File: src/rtl/cdb_arbiter.sv
// cdb_arbiter: round-robin arbiter feeding the registered common data bus.
// One functional-unit result is granted per cycle; losers see req_busy and
// must hold their request. flush squashes the current cycle's grant.
module cdb_arbiter #(
  parameter int unsigned N_REQ    = 4,
  parameter int unsigned TAG_BITS = 5,
  parameter int unsigned DATA_W   = 32
) (
  input  logic                        clock,
  input  logic                        reset,
  input  logic [N_REQ-1:0]            req_valid,
  input  logic [N_REQ*TAG_BITS-1:0]   req_tag,
  input  logic [N_REQ*DATA_W-1:0]     req_value,
  input  logic                        flush,
  output logic [N_REQ-1:0]            req_grant,
  output logic [N_REQ-1:0]            req_busy,
  output logic                        cdb_valid,
  output logic [TAG_BITS-1:0]         cdb_tag,
  output logic [DATA_W-1:0]           cdb_value,
  output logic [$clog2(N_REQ)-1:0]    rr_ptr,
  output logic [15:0]                 conflict_cnt
);

  localparam int unsigned PTR_W = $clog2(N_REQ);

  logic                found;
  logic [PTR_W-1:0]    gnt_idx;
  logic [PTR_W-1:0]    cidx;
  logic [PTR_W-1:0]    nxt_ptr;
  logic [TAG_BITS-1:0] gnt_tag;
  logic [DATA_W-1:0]   gnt_value;
  logic                multi_req;
  int unsigned         cand;

  // Priority search from rr_ptr upward (mod N_REQ); flush/reset kill the grant
  always_comb begin
    found     = 1'b0;
    gnt_idx   = '0;
    cidx      = '0;
    cand      = 0;
    req_grant = '0;
    gnt_tag   = '0;
    gnt_value = '0;
    for (int unsigned k = 0; k < N_REQ; k++) begin
      cand = (32'(rr_ptr) + k) % N_REQ;
      cidx = PTR_W'(cand);
      if (!found && req_valid[cidx]) begin
        found           = 1'b1;
        gnt_idx         = cidx;
        req_grant[cidx] = 1'b1;
        gnt_tag         = req_tag[cand*TAG_BITS +: TAG_BITS];
        gnt_value       = req_value[cand*DATA_W +: DATA_W];
      end
    end
    if (flush || !reset) begin
      found     = 1'b0;
      req_grant = '0;
    end
  end

  // Busy back-pressure, next pointer and contention detection
  always_comb begin
    req_busy  = (flush || !reset) ? '0 : (req_valid & ~req_grant);
    nxt_ptr   = (gnt_idx == PTR_W'(N_REQ - 1)) ? '0 : gnt_idx + 1'b1;
    // clearing the lowest set bit leaves something only if >= 2 bits were set
    multi_req = |(req_valid & (req_valid - 1'b1));
  end

  // CDB output register, round-robin pointer and saturating conflict counter
  always_ff @(posedge clock) begin
    if (!reset) begin
      cdb_valid    <= 1'b0;
      cdb_tag      <= '0;
      cdb_value    <= '0;
      rr_ptr       <= '0;
      conflict_cnt <= '0;
    end else begin
      if (found) begin
        cdb_valid <= 1'b1;
        cdb_tag   <= gnt_tag;
        cdb_value <= gnt_value;
        rr_ptr    <= nxt_ptr;
      end else begin
        cdb_valid <= 1'b0;
        cdb_tag   <= '0;
        cdb_value <= '0;
      end
      if (multi_req && !flush && conflict_cnt != '1)
        conflict_cnt <= conflict_cnt + 16'd1;
    end
  end

endmodule

File: config.mk
export PLATFORM = sky130hd
export DESIGN_NAME = cdb_arbiter
export DESIGN_NICKNAME = d
export VERILOG_FILES = /design/src/rtl/cdb_arbiter.sv
export SDC_FILE = /design/constraint.sdc
export NUM_CORES = 1
export LEC_CHECK = 0
export BUFFER_PORTS_ARGS = -buffer_cell sky130_fd_sc_hd__buf_2
export CAP_MARGIN = 15
export CORE_MARGIN = 2
export CORE_UTILIZATION = 35
export DETAILED_ROUTE_END_ITERATION = 7
export GPL_TIMING_DRIVEN = 1
export HOLD_SLACK_MARGIN = 0.08
export SLEW_MARGIN = 20
export SYNTH_ARGS = -nofsm -noshare
export SYNTH_HDL_FRONTEND = slang
export SYNTH_SLANG_ARGS = --single-unit
File: constraint.sdc
create_clock -name clock -period 8.5 [get_ports clock]
set_clock_uncertainty 0.15 [all_clocks]
set_input_delay 1.7 -clock clock [delete_from_list [all_inputs] [get_ports clock]]
set_output_delay 1.7 -clock clock [all_outputs]
set_load 0.02 [all_outputs]
== Word-level counts from Yosys, hierarchy flattened ==
Cells that the tools add are included.

* Memory bits (writable): 0
* Output and inout bits: 64
* Memories: 0
* Word-level logic and storage cells: 97
* Bits in registers: 56
* Bits in latches: 0
* Memory bits (read-only): 0
* Bits of input ports: 155

* Reduce and logical (&&, ||, !) cells: 17
* Shifts and indexed selects: 8
* Order comparisons: 8
* Eq/ne operators: 2
* $mul: 4
* $add $sub $neg: 6
* Bitwise operators: 6
* Div/mod/pow operators: 0
* Mux-type cells: 41

{| class="wikitable"
|+ Operators by type and width
! cell !! number
|-
| variable part select 128 x 8 -> 32 bit || 4
|-
| two-way mux 32 bit || 4
|-
| variable part select 20 x 6 -> 5 bit || 4
|-
| two-way mux 4 bit || 6
|-
| multiplier 2 x 3 -> 5 bit, second input constant || 4
|-
| two-way mux 5 bit || 4
|-
| adder 16 x 1 -> 16 bit, second input constant || 1
|-
| inequality test 16 bit, second input constant || 1
|-
| two-way mux 1 bit || 14
|-
| < comparator 2 x 3 -> 1 bit, second input constant || 4
|-
| OR 4 bit || 3
|-
| two-way mux 2 bit || 5
|-
| logical AND 1 bit || 9
|-
| AND 4 bit || 2
|-
| binary-select mux 1 bit (select 2 bit) || 4
|-
| demux 1 bit (select 2 bit) || 4
|-
| greater-or-equal comparator 2 x 1 -> 1 bit, second input constant || 4
|-
| logical NOT 1 bit || 5
|-
| adder 2 x 1 -> 2 bit, second input constant || 2
|-
| adder 2 bit, second input constant || 2
|-
| inverter 4 bit || 1
|-
| OR reduction 4 bit || 1
|-
| subtractor 4 x 1 -> 4 bit, second input constant || 1
|-
| == test 2 bit, second input constant || 1
|-
| 2 further kinds || 2
|}

== Depth between registers and ports, before layout ==
Gate-level depths: netlist of the first run.

* Depth after elaboration: 16
* Mapped depth: 13
* Gate-level depth less buffers: 8

== Least setup slack after synthesis of the first run ==
No wires, ideal clock.

* Path type: in2out
* Start point: input req_valid[3]
* End point: output req_busy[0]
* Data arrival time: 3.396 ns
* Path buffers: 3
* Data required time: 6.650 ns
* Cell stages on the path: 9
* Path slack: 3.254 ns
* Cell sequence: buf_2 mux4_2 nor2b_4 buf_6 buf_6 a22oi_1 nor2_1 a221oi_1 and3_1

* Longest elaborated chain between the ends: 16
* Elaborated cells between the ends (all ways): 28
* Those cells by class: mux (17); bitwise (5); reduce/logical (6)

{| class="wikitable"
|+ Ends and longest elaborated chain
! what !! RTL line !! RTL
|-
| from (decl) || 11 || <nowiki>input logic [N_REQ-1:0] req_valid,</nowiki>
|-
| binary-select mux 1 bit (select 2 bit) || 47 || <nowiki>if (!found && req_valid[cidx]) begin</nowiki>
|-
| two-way mux 1 bit (not written as such) || 47 ||
|-
| two-way mux 1 bit || 47 ||
|-
| logical NOT 1 bit || 47 ||
|-
| logical AND 1 bit || 47 ||
|-
| two-way mux 1 bit || 47 ||
|-
| logical NOT 1 bit || 47 ||
|-
| logical AND 1 bit || 47 ||
|-
| two-way mux 1 bit || 47 ||
|-
| logical NOT 1 bit || 47 ||
|-
| logical AND 1 bit || 47 ||
|-
| two-way mux 4 bit * || 47 ||
|-
| two-way mux 4 bit * || 55 || <nowiki>if (flush || !reset) begin</nowiki>
|-
| inverter 4 bit * || 63 || <nowiki>req_busy = (flush || !reset) ? '0 : (req_valid & ~req_grant);</nowiki>
|-
| AND 4 bit * || 63 ||
|-
| two-way mux 4 bit * || 63 ||
|-
| to (decl) || 16 || <nowiki>output logic [N_REQ-1:0] req_busy,</nowiki>
|}

Mark *: on every way between the ends. The rest lies on a longest branch, timed or not. The select of a mux whose other input is x is not followed.

== Final worst setup path of the first run ==
* Start point: register rr_ptr[0]
* End point: output req_busy[0]

* Longest elaborated chain between the ends: 16
* Elaborated cells between the ends (all ways): 51
* Those cells by class: add/sub (3); order compare (8); mux (25); bitwise (5); reduce/logical (10)

{| class="wikitable"
|+ Ends and longest elaborated chain
! what !! RTL line !! RTL
|-
| from (decl) || 20 || <nowiki>output logic [$clog2(N_REQ)-1:0] rr_ptr,</nowiki>
|-
| from (signal assigned) || 82 || <nowiki>rr_ptr <= nxt_ptr;</nowiki>
|-
| parallel branches: the longest is 11 deep, another holds < comparator 2 x 3 -> 1 bit || n/a ||
|-
| two-way mux 4 bit * || 47 ||
|-
| two-way mux 4 bit * || 55 ||
|-
| inverter 4 bit * || 63 ||
|-
| AND 4 bit * || 63 ||
|-
| two-way mux 4 bit * || 63 ||
|}

Mark *: on every way between the ends. The select of a mux whose other input is x is not followed.

==> results.cfg, run 1 <==
[status]
status = completed

[clocking]
htree_levels = 2
cts_buffer_depth = 2
root_buffer = clkbuf_16
cts_tree = built
cts_resized = 0
clk_pin_slew_ns = 0.09
postCtsSetupRepairBufs = 0
clk_latency_ns = 0.31
cts_sinks = 56
numCtsBuffers = 5
hold_buffers = 0

[drt]
ant_nets = 0
wl_um = 18880
vias_per_cell = 6.204
via_count = 6030
drc = 0
wl_per_cell_um = 19.43
dr.pass1.iters = 5
drt_iter0_markers = 321

[synthesis]
ys_warn_count = 0
synth_top_area_share_pct = 50.54
mappedNetlistArea_um2 = 6684
postSynthCellCount = 572
synth_ff_type = dfxtp_1
syn_nets = 733
synth_edf_count = 0
synthArstFlopShare_pct = 0
ys_seq_elements = 56
synth.distinct_cells = 43
synth_top_area_cell = mux4_2
synth_area_leaders = mux4_2, dfxtp_1, a221o_1, a21oi_1, o21ai_0
seq_area_frac_synth_pct = 16.77
syn_avg_cell_area_um2 = 11.69

[timing]
setup-tns-final_ns = 0
slew_headroom_pct = 24.86
final_hold_viol_count = 0
min_period_ns = 6.724
slew_viol_final = 0
finalCritPeriodShare_pct = 79.11
max_slew.worst_pin.slew_ns = 1.127
clock.fmax_ghz = 0.1487
rsz0062_at_grt = false
setup_viol = 0

[critical_path]
startpoint_type = flop
cp-end-kind = output port
cp_top_family = simple AND/OR/NAND/NOR gates
critPathKind = flop to output port
crit_buf_inv = 2
slowest_delay_ns = 1.04
critPathSlowestCell = mux4_2
crit_path_cell_trace = inv_1 > ha_4 > mux4_2 > nor2b_4 > a22oi_1 > nor2_1 > a221oi_1 > and3_1 > buf_2
cp.arrival_ns = 4.87
worstPathRequired_ns = 6.65
crit_fanout = 57

[power]
combPwrFrac_pct = 61.0
p_seq_share_pct = 22.4
p_sw_uw = 556.8
p_per_area_nw_per_um2 = 174.3
internal-power_uw = 839.7
clockPowerShare_pct = 16.6
irDropWorstVdd_mv = 0.1020
p_leak_uw = 0.003003
swShare_pct = 39.87

[placement]
dp_hpwl_um = 12750
gp_congestion = 0.7415
io_buffers = 218
place_area_um2 = 7863

[floorplan]
die_w_um = 142.2
dieArea_um2 = 20220
pin_count = 219
core_um2 = 18710
num_rows = 50
die_y_um = 142.2
start_util_pct = 35.73

[global_route]
grt_pass1_wl_um = 30120
grt.total_usage_pct = 18.51
grt_max_degree = 81
overflow = 0
first_global_vias = 5690
antenna_found_initial = 0

[final_layout]
fillers = 1753
antennaDiodeCount = 0
syn2layout_area_growth_pct = 19.88
final_design_area_no_fill_um2 = 8013
fin_nets = 898
drive_above_1_share_pct = 53.39

[run]
max_cap_viol_count = 0

[worst_hold_path]
hold_path_class = flop to flop
## per-stage QoR
stage               utilization (%)  hold WS (ns)  total power, uW  cells  setup WS, ns
floorplan                         -        0.4335            991.0    572         3.254
global placement              42.03        0.3627             1171    964         2.146
detailed placement            42.03        0.3637             1177    964         2.056
CTS                           42.84        0.3791             1417    972         1.703
global route                  42.84        0.4478             1501    972         1.339
finish                        42.84        0.3762             1396    972         1.776
## cells in the final DEF, fill, tap and decap left out, types with 2 or more instances in the layout
cell type  instances
o21ai_1            3
a221oi_1           4
a21boi_0           3
inv_1              7
inv_6              2
buf_2            218
nor3_1             2
nor2_1            21
nand3_1            5
mux2i_1            6
ha_1               5
dfxtp_4            2
buf_4              8
nor2b_1            4
dfxtp_1           54
a221o_1           37
a211oi_1           2
and2_1            12
nand4_1            4
and3_1             8
xnor2_1            4
nor4_1             2
nand2_1           48
nand3b_1           2
a22oi_1            4
and4_1             2
clkbuf_16          5
o21ai_0           40
or3_1              5
mux4_2           150
xor2_1             9
a21oi_1           44
## area by class of cell
cell class                 instances  area, um2  area share [%]
inverter                           7      26.28          0.3279
timing repair buffer             226       1151           14.37
clock buffer                       5      125.1           1.562
multi-input combinational        441       5264           65.69
sequential                        56       1129           14.08
clock inverter                     3      25.02          0.3123
tap                              234      292.8           3.654
## worst register-to-register path: stages, from the launching register on
cell      delay, ns
dfxtp_4        0.90
inv_1          0.38
ha_4           0.75
mux4_2         1.05
nor2b_4        0.73
buf_4          0.41
nor2_1         0.12
o32ai_2        0.23
a21boi_0       0.27
a221oi_2       0.06
## cells in the mapped netlist (2+ instances only)
cell type,count
or3_1,5
a211oi_1,2
o22ai_1,2
nand4_1,4
dfxtp_1,56
o21ai_1,3
nand2_1,48
ha_1,6
o21ai_0,41
a221o_1,37
and4_1,2
clkbuf_1,29
xnor2_1,4
nor4_1,2
nand3_1,5
buf_2,30
and3_1,8
a21boi_0,3
and2_1,12
a22oi_1,4
nor3_1,2
nor2b_1,4
buf_1,3
a21oi_1,44
mux4_2,150
nand3b_1,2
inv_1,7
mux2i_1,6
buf_6,3
nor2_1,22
buf_4,3
a221oi_1,4
xor2_1,9
## metal layers
layer | vias to the layer above | track usage, % | share of wire, %
met5 | - | 0 | 0
met4 | 0 | 4.053 | 1.0
met3 | 15 | 3.297 | 6.6
met2 | 235 | 30.05 | 49
met1 | 3060 | 26.06 | 44
li1 | 2720 | - | -
## cell families after synthesis
logic type,Yosys count,synth area share [%]
AO/OA/AOI/OAI,145,14.68
AND/OR/NAND/NOR,119,8.648
multiplexers,157,51.65
flip-flops,56,16.77
XOR/XNOR,13,1.703
buffers and inverters,75,5.279
adder cells (fa/ha/maj),7,1.273
## sequential cells by signal (all words and copies together) (netlist names)
| signal | cells |
|---|---|
| cdb_tag | 5 |
| cdb_value | 32 |
| rr_ptr | 2 |
| conflict_cnt | 16 |
| cdb_valid | 1 |
## path summary, 6_finish.rpt
path / slack (ns) / cells past startpoint / startpoint / to
max reg2reg: 3.32 / 9 / rr_ptr[0] / rr_ptr[1]
min: 0.38 / 2 / conflict_cnt[9] / conflict_cnt[9]
max: 1.78 / 9 / rr_ptr[0] / req_busy[0]
min reg2reg: 0.38 / 2 / conflict_cnt[9] / conflict_cnt[9]
## power by group through the flow
stage          registers [uW]  clock network, uW  logic [uW]
2_1_floorplan             336                  0         655
3_3_place_gp              320                  0         851
3_5_place_dp              320                  0         857
4_1_cts                   314                243         860
5_1_grt                   319                255         927
6_report                  313                232         851
(Power assumes the default switching activity.)
==> inputs of run 2 (changes only) <==
==> constraint.sdc (replaced) <==
create_clock -name clock -period 6.2 [get_ports clock]
set_clock_uncertainty 0.15 [all_clocks]
set_input_delay 1.24 -clock clock [delete_from_list [all_inputs] [get_ports clock]]
set_output_delay 1.24 -clock clock [all_outputs]
set_load 0.02 [all_outputs]
==> run 2 against run 1 <==
Against the previous run: sequential power increased by 33%; clock-buffer cell count stayed put; register-to-register slack got worse by 1.3 ns; worst hold slack better by 0.0096 ns; setup slack got worse by 0.71 ns; routed wire length fell by 0.26%; non-clock buffer count is 2 higher.
==> results.cfg, run 2 (synthesis results as in run 1) <==
[power]
irDropWorstVdd_mv = 0.1069
p_per_area_nw_per_um2 = 238.4
p_leak_uw = 0.003013

[global_route]
grt.total_usage_pct = 18.42
overflow = 0
grt_pass1_wl_um = 29930
grt_max_degree = 72
first_global_vias = 5799
antenna_found_initial = 0

[floorplan]
num_rows = 50
pin_count = 219
start_util_pct = 35.73
die_y_um = 142.2
die_w_um = 142.2
dieArea_um2 = 20220
core_um2 = 18710

[timing]
slew_viol_final = 0
final_hold_viol_count = 0
finalCritPeriodShare_pct = 82.75
setup-tns-final_ns = 0
max_slew.worst_pin.slew_ns = 0.9733
slew_headroom_pct = 35.12
setup_viol = 0
rsz0062_at_grt = false
clock.fmax_ghz = 0.1949
setup_slack_ns = 1.070
min_period_ns = 5.130

[drt]
drc = 0
vias_per_cell = 6.158
ant_nets = 0
via_count = 5998
wl_per_cell_um = 19.33
wl_um = 18830
dr.pass1.iters = 5
drt_iter0_markers = 307

[critical_path]
worstPathRequired_ns = 4.81
cp-end-kind = output port
critPathKind = flop to output port
cp.arrival_ns = 3.74
crit_start = rr_ptr[0]
startpoint_type = flop
crit_fanout = 45
rr_startpoint = rr_ptr[0]

[final_layout]
top_register = cdb_value
syn2layout_area_growth_pct = 20.10
final_design_area_no_fill_um2 = 8028
final_cell_mix = buf_2, mux4_2, dfxtp_1, nand2_1, a21oi_1
antennaDiodeCount = 0
largest_register_ff_count = 32
top_regs = cdb_value: 32 flops, conflict_cnt: 16 flops, cdb_tag: 5 flops
drive_above_1_share_pct = 53.51
fin_nets = 900
layout_commonest_cell = buf_2

[clocking]
clk_latency_ns = 0.31
htree_levels = 2
root_buffer = clkbuf_16
cts_sinks = 56
cts_resized = 0
numCtsBuffers = 5
cts_tree = built
clk_pin_slew_ns = 0.08
cts_buffer_depth = 2
postCtsSetupRepairBufs = 0
hold_buffers = 0

[placement]
gp_congestion = 0.7952
dp_slack_ns = 1.332
io_buffers = 218
dp_hpwl_um = 12860
place_area_um2 = 7878

[worst_hold_path]
min_from = conflict_cnt[9]
hold_path_class = flop to flop

[run]
max_cap_viol_count = 0

[status]
status = completed
[run 2: power by group]
part           internal (uW)  total, uW  switching (uW)
clock                    154        322             167
sequential               396        415            18.8
combinational            603       1180             575
total                   1150       1910             761
[run 2: worst paths after layout]
kind / cells after the start / slack (ns) / to
setup / recovery: 10 / 1.07 / req_busy[3]
hold / removal: 2 / 0.39 / conflict_cnt[9]
setup reg to reg: 10 / 2.05 / rr_ptr[1]
hold reg to reg: 2 / 0.39 / conflict_cnt[9]
[run 2: area by class of cell]
| class | count | area (um2) |
|---|---|---|
| inverters | 7 | 26.28 |
| clock inverters | 3 | 25.02 |
| multi-input cells | 441 | 5264 |
| fillers | 1816 | 10680 |
| well taps | 234 | 292.8 |
| flip-flops and latches | 56 | 1129 |
| clock buffers | 5 | 125.1 |
| repair buffers | 228 | 1166 |
[run 2: worst max-delay path, stage by stage, from the launching register on]
cell and delay, ns:
dfxtp_4 0.44, inv_1 0.19, ha_4 0.74, mux4_2 0.57, buf_4 0.31, nor2b_4 0.48, a22oi_1 0.13, nor2_1 0.12
a221oi_1 0.07, and3_1 0.23, buf_2 0.15
[run 2: metal layers]
layer | track usage, % | up-vias | wire length, um
met3 | 3.398 | 15 | 1180
met4 | 4.737 | 0 | 159
li1 | - | 2742 | -
met2 | 30.87 | 220 | 9594
met5 | 0 | - | 0
met1 | 24.73 | 3021 | 7897
[run 2: metrics by stage]
stage / total power [uW] / std cells / hold WS (ns) / utilization (%)
finish: 1914 / 974 / 0.3858 / 42.92
detailed placement: 1618 / 966 / 0.3738 / 42.11
global route: 2056 / 974 / 0.4513 / 42.92
CTS: 1951 / 974 / 0.3863 / 42.92
global placement: 1608 / 966 / 0.3635 / 42.11
floorplan: 1359 / 572 / 0.4335 / -
==> inputs of run 3 (changes only) <==
==> constraint.sdc (replaced) <==
create_clock -name clock -period 4.9 [get_ports clock]
set_clock_uncertainty 0.15 [all_clocks]
set_input_delay 0.98 -clock clock [delete_from_list [all_inputs] [get_ports clock]]
set_output_delay 0.98 -clock clock [all_outputs]
set_load 0.02 [all_outputs]
==> run 3 against run 2 <==
Against the previous run: total power grew 27%; setup slack lost 0.45 ns; register-to-register slack lost 0.65 ns; largest cell class unchanged; design area is essentially flat; flip-flop and latch count is the same; first-iteration DRC count grew 21%; die area is the same; sequential share of layout area is essentially flat; global-route usage shrank 0.19 points; combinational power grew 27%; routed wire length grew 0.55%; utilization is essentially flat.
==> results.cfg, run 3 (synthesis results as in run 1) <==
[status]
status = completed

[global_route]
grt_max_degree = 71
grt.total_usage_pct = 18.23
antenna_found_initial = 0
overflow = 0
first_global_vias = 5406
grt_pass1_wl_um = 29330

[drt]
drc = 0
drt_iter0_markers = 373
wl_per_cell_um = 19.42
ant_nets = 0
dr.pass1.iters = 4
wl_um = 18940
via_count = 6009
vias_per_cell = 6.163

[critical_path]
rr_startpoint = rr_ptr[1]
reg2reg_depth = 9
r2r_slack_ns = 1.40
crit_fanout = 32
timing.rr.end = rr_ptr[1]
startpoint_type = flop
cp-end-kind = output port
critPathKind = flop to output port
cp.arrival_ns = 3.15
worstPathRequired_ns = 3.77

[final_layout]
largest_register_ff_count = 32
final_cell_mix = buf_2, mux4_2, dfxtp_1, nand2_1, a21oi_1
top_register = cdb_value
top_regs = cdb_value: 32 flops, conflict_cnt: 16 flops, cdb_tag: 5 flops
syn2layout_area_growth_pct = 20.22
fillers = 1810
drive_above_1_share_pct = 53.58
layout_commonest_cell = buf_2
fin_nets = 901
antennaDiodeCount = 0

[clocking]
clk_latency_ns = 0.31
cts_buffer_depth = 2
root_buffer = clkbuf_16
clk_pin_slew_ns = 0.08
numCtsBuffers = 5
htree_levels = 2
cts_sinks = 56
cts_tree = built
cts_resized = 0
hold_buffers = 0
postCtsSetupRepairBufs = 0

[timing]
slew_viol_final = 0
max_slew.worst_pin.slew_ns = 0.9678
slew_headroom_pct = 35.32
min_period_ns = 4.285
setup-tns-final_ns = 0
final_hold_viol_count = 0
finalCritPeriodShare_pct = 87.45
holdWs_ns = 0.3829
clock.fmax_ghz = 0.2334
rsz0062_at_grt = false
setup_viol = 0

[worst_hold_path]
whs_endpoint = conflict_cnt[9]
min_from = conflict_cnt[9]
min_delay_path_depth = 2
hold_path_class = flop to flop

[placement]
gp_congestion = 0.8025
io_buffers = 218
dp_hpwl_um = 12730

[power]
p_per_area_nw_per_um2 = 301.8
p_leak_uw = 0.003018
irDropWorstVdd_mv = 0.1550

[floorplan]
core_um2 = 18710
dieArea_um2 = 20220
num_rows = 50
die_y_um = 142.2
start_util_pct = 35.73
die_w_um = 142.2
pin_count = 219

[run]
max_cap_viol_count = 0
==> run 3: cell type report <==
type	count	area (um2)	share of cell area, %
Clock buffer	5	125.1	1.557
Clock inverter	3	25.02	0.3114
Inverter	7	26.28	0.3270
Multi-Input combinational cell	441	5264	65.51
Sequential cell	56	1129	14.05
Tap cell	234	292.8	3.644
Timing Repair Buffer	229	1174	14.61
==> run 3: critical path, cell delays in order (launching register included) <==
cell	delay [ns]
dfxtp_4	0.47
inv_1	0.14
ha_4	0.35
buf_4	0.44
nor3_1	0.09
a32oi_1	0.28
o22ai_4	0.28
a221oi_1	0.43
and3_1	0.20
buf_2	0.16
==> run 3: metrics by stage <==
| stage | setup WS, ns | cell area, um2 | total power, uW | util, % | std cells |
|---|---|---|---|---|---|
| 2_1_floorplan | 0.7486 | 6684 | 1719 | - | 572 |
| 3_3_place_gp | 0.8617 | 7885 | 2038 | 42.15 | 967 |
| 3_5_place_dp | 0.8319 | 7885 | 2049 | 42.15 | 967 |
| 4_1_cts | 0.5763 | 8035 | 2453 | 42.96 | 975 |
| 5_1_grt | 0.3810 | 8035 | 2591 | 42.96 | 975 |
| 6_report | 0.6151 | 8035 | 2425 | 42.96 | 975 |
==> run 3: routing by layer <==
| layer | track usage (%) | vias up | wire length, um |
|---|---|---|---|
| met1 | 25.66 | 2995 | 7948 |
| met3 | 3.197 | 21 | 1429 |
| met2 | 29.72 | 262 | 9289 |
| met5 | 0 | - | 0 |
| li1 | - | 2731 | - |
| met4 | 3.842 | 0 | 268 |
==> run 3: worst max path at each step <==
stage | startpoint | endpoint | slack (ns) | depth (start not counted)
final | rr_ptr[1] | req_busy[1] | 0.62 | 9
after global routing | rr_ptr[1] | req_busy[3] | 0.38 | 9
after global placement | req_valid[0] | req_busy[0] | 0.86 | 7
after floorplan | rr_ptr[1] | req_busy[0] | 0.75 | 13
after detailed placement | req_valid[2] | req_busy[1] | 0.83 | 7
after CTS | rr_ptr[1] | req_busy[1] | 0.58 | 9
==> run 3: where the power goes <==
| group | switching, uW | internal, uW | leakage (uW) |
|---|---|---|---|
| Sequential | 21.2 | 501 | 0.000459 |
| Combinational | 738 | 765 | 0.00249 |
| Clock | 206 | 195 | 0.0000708 |
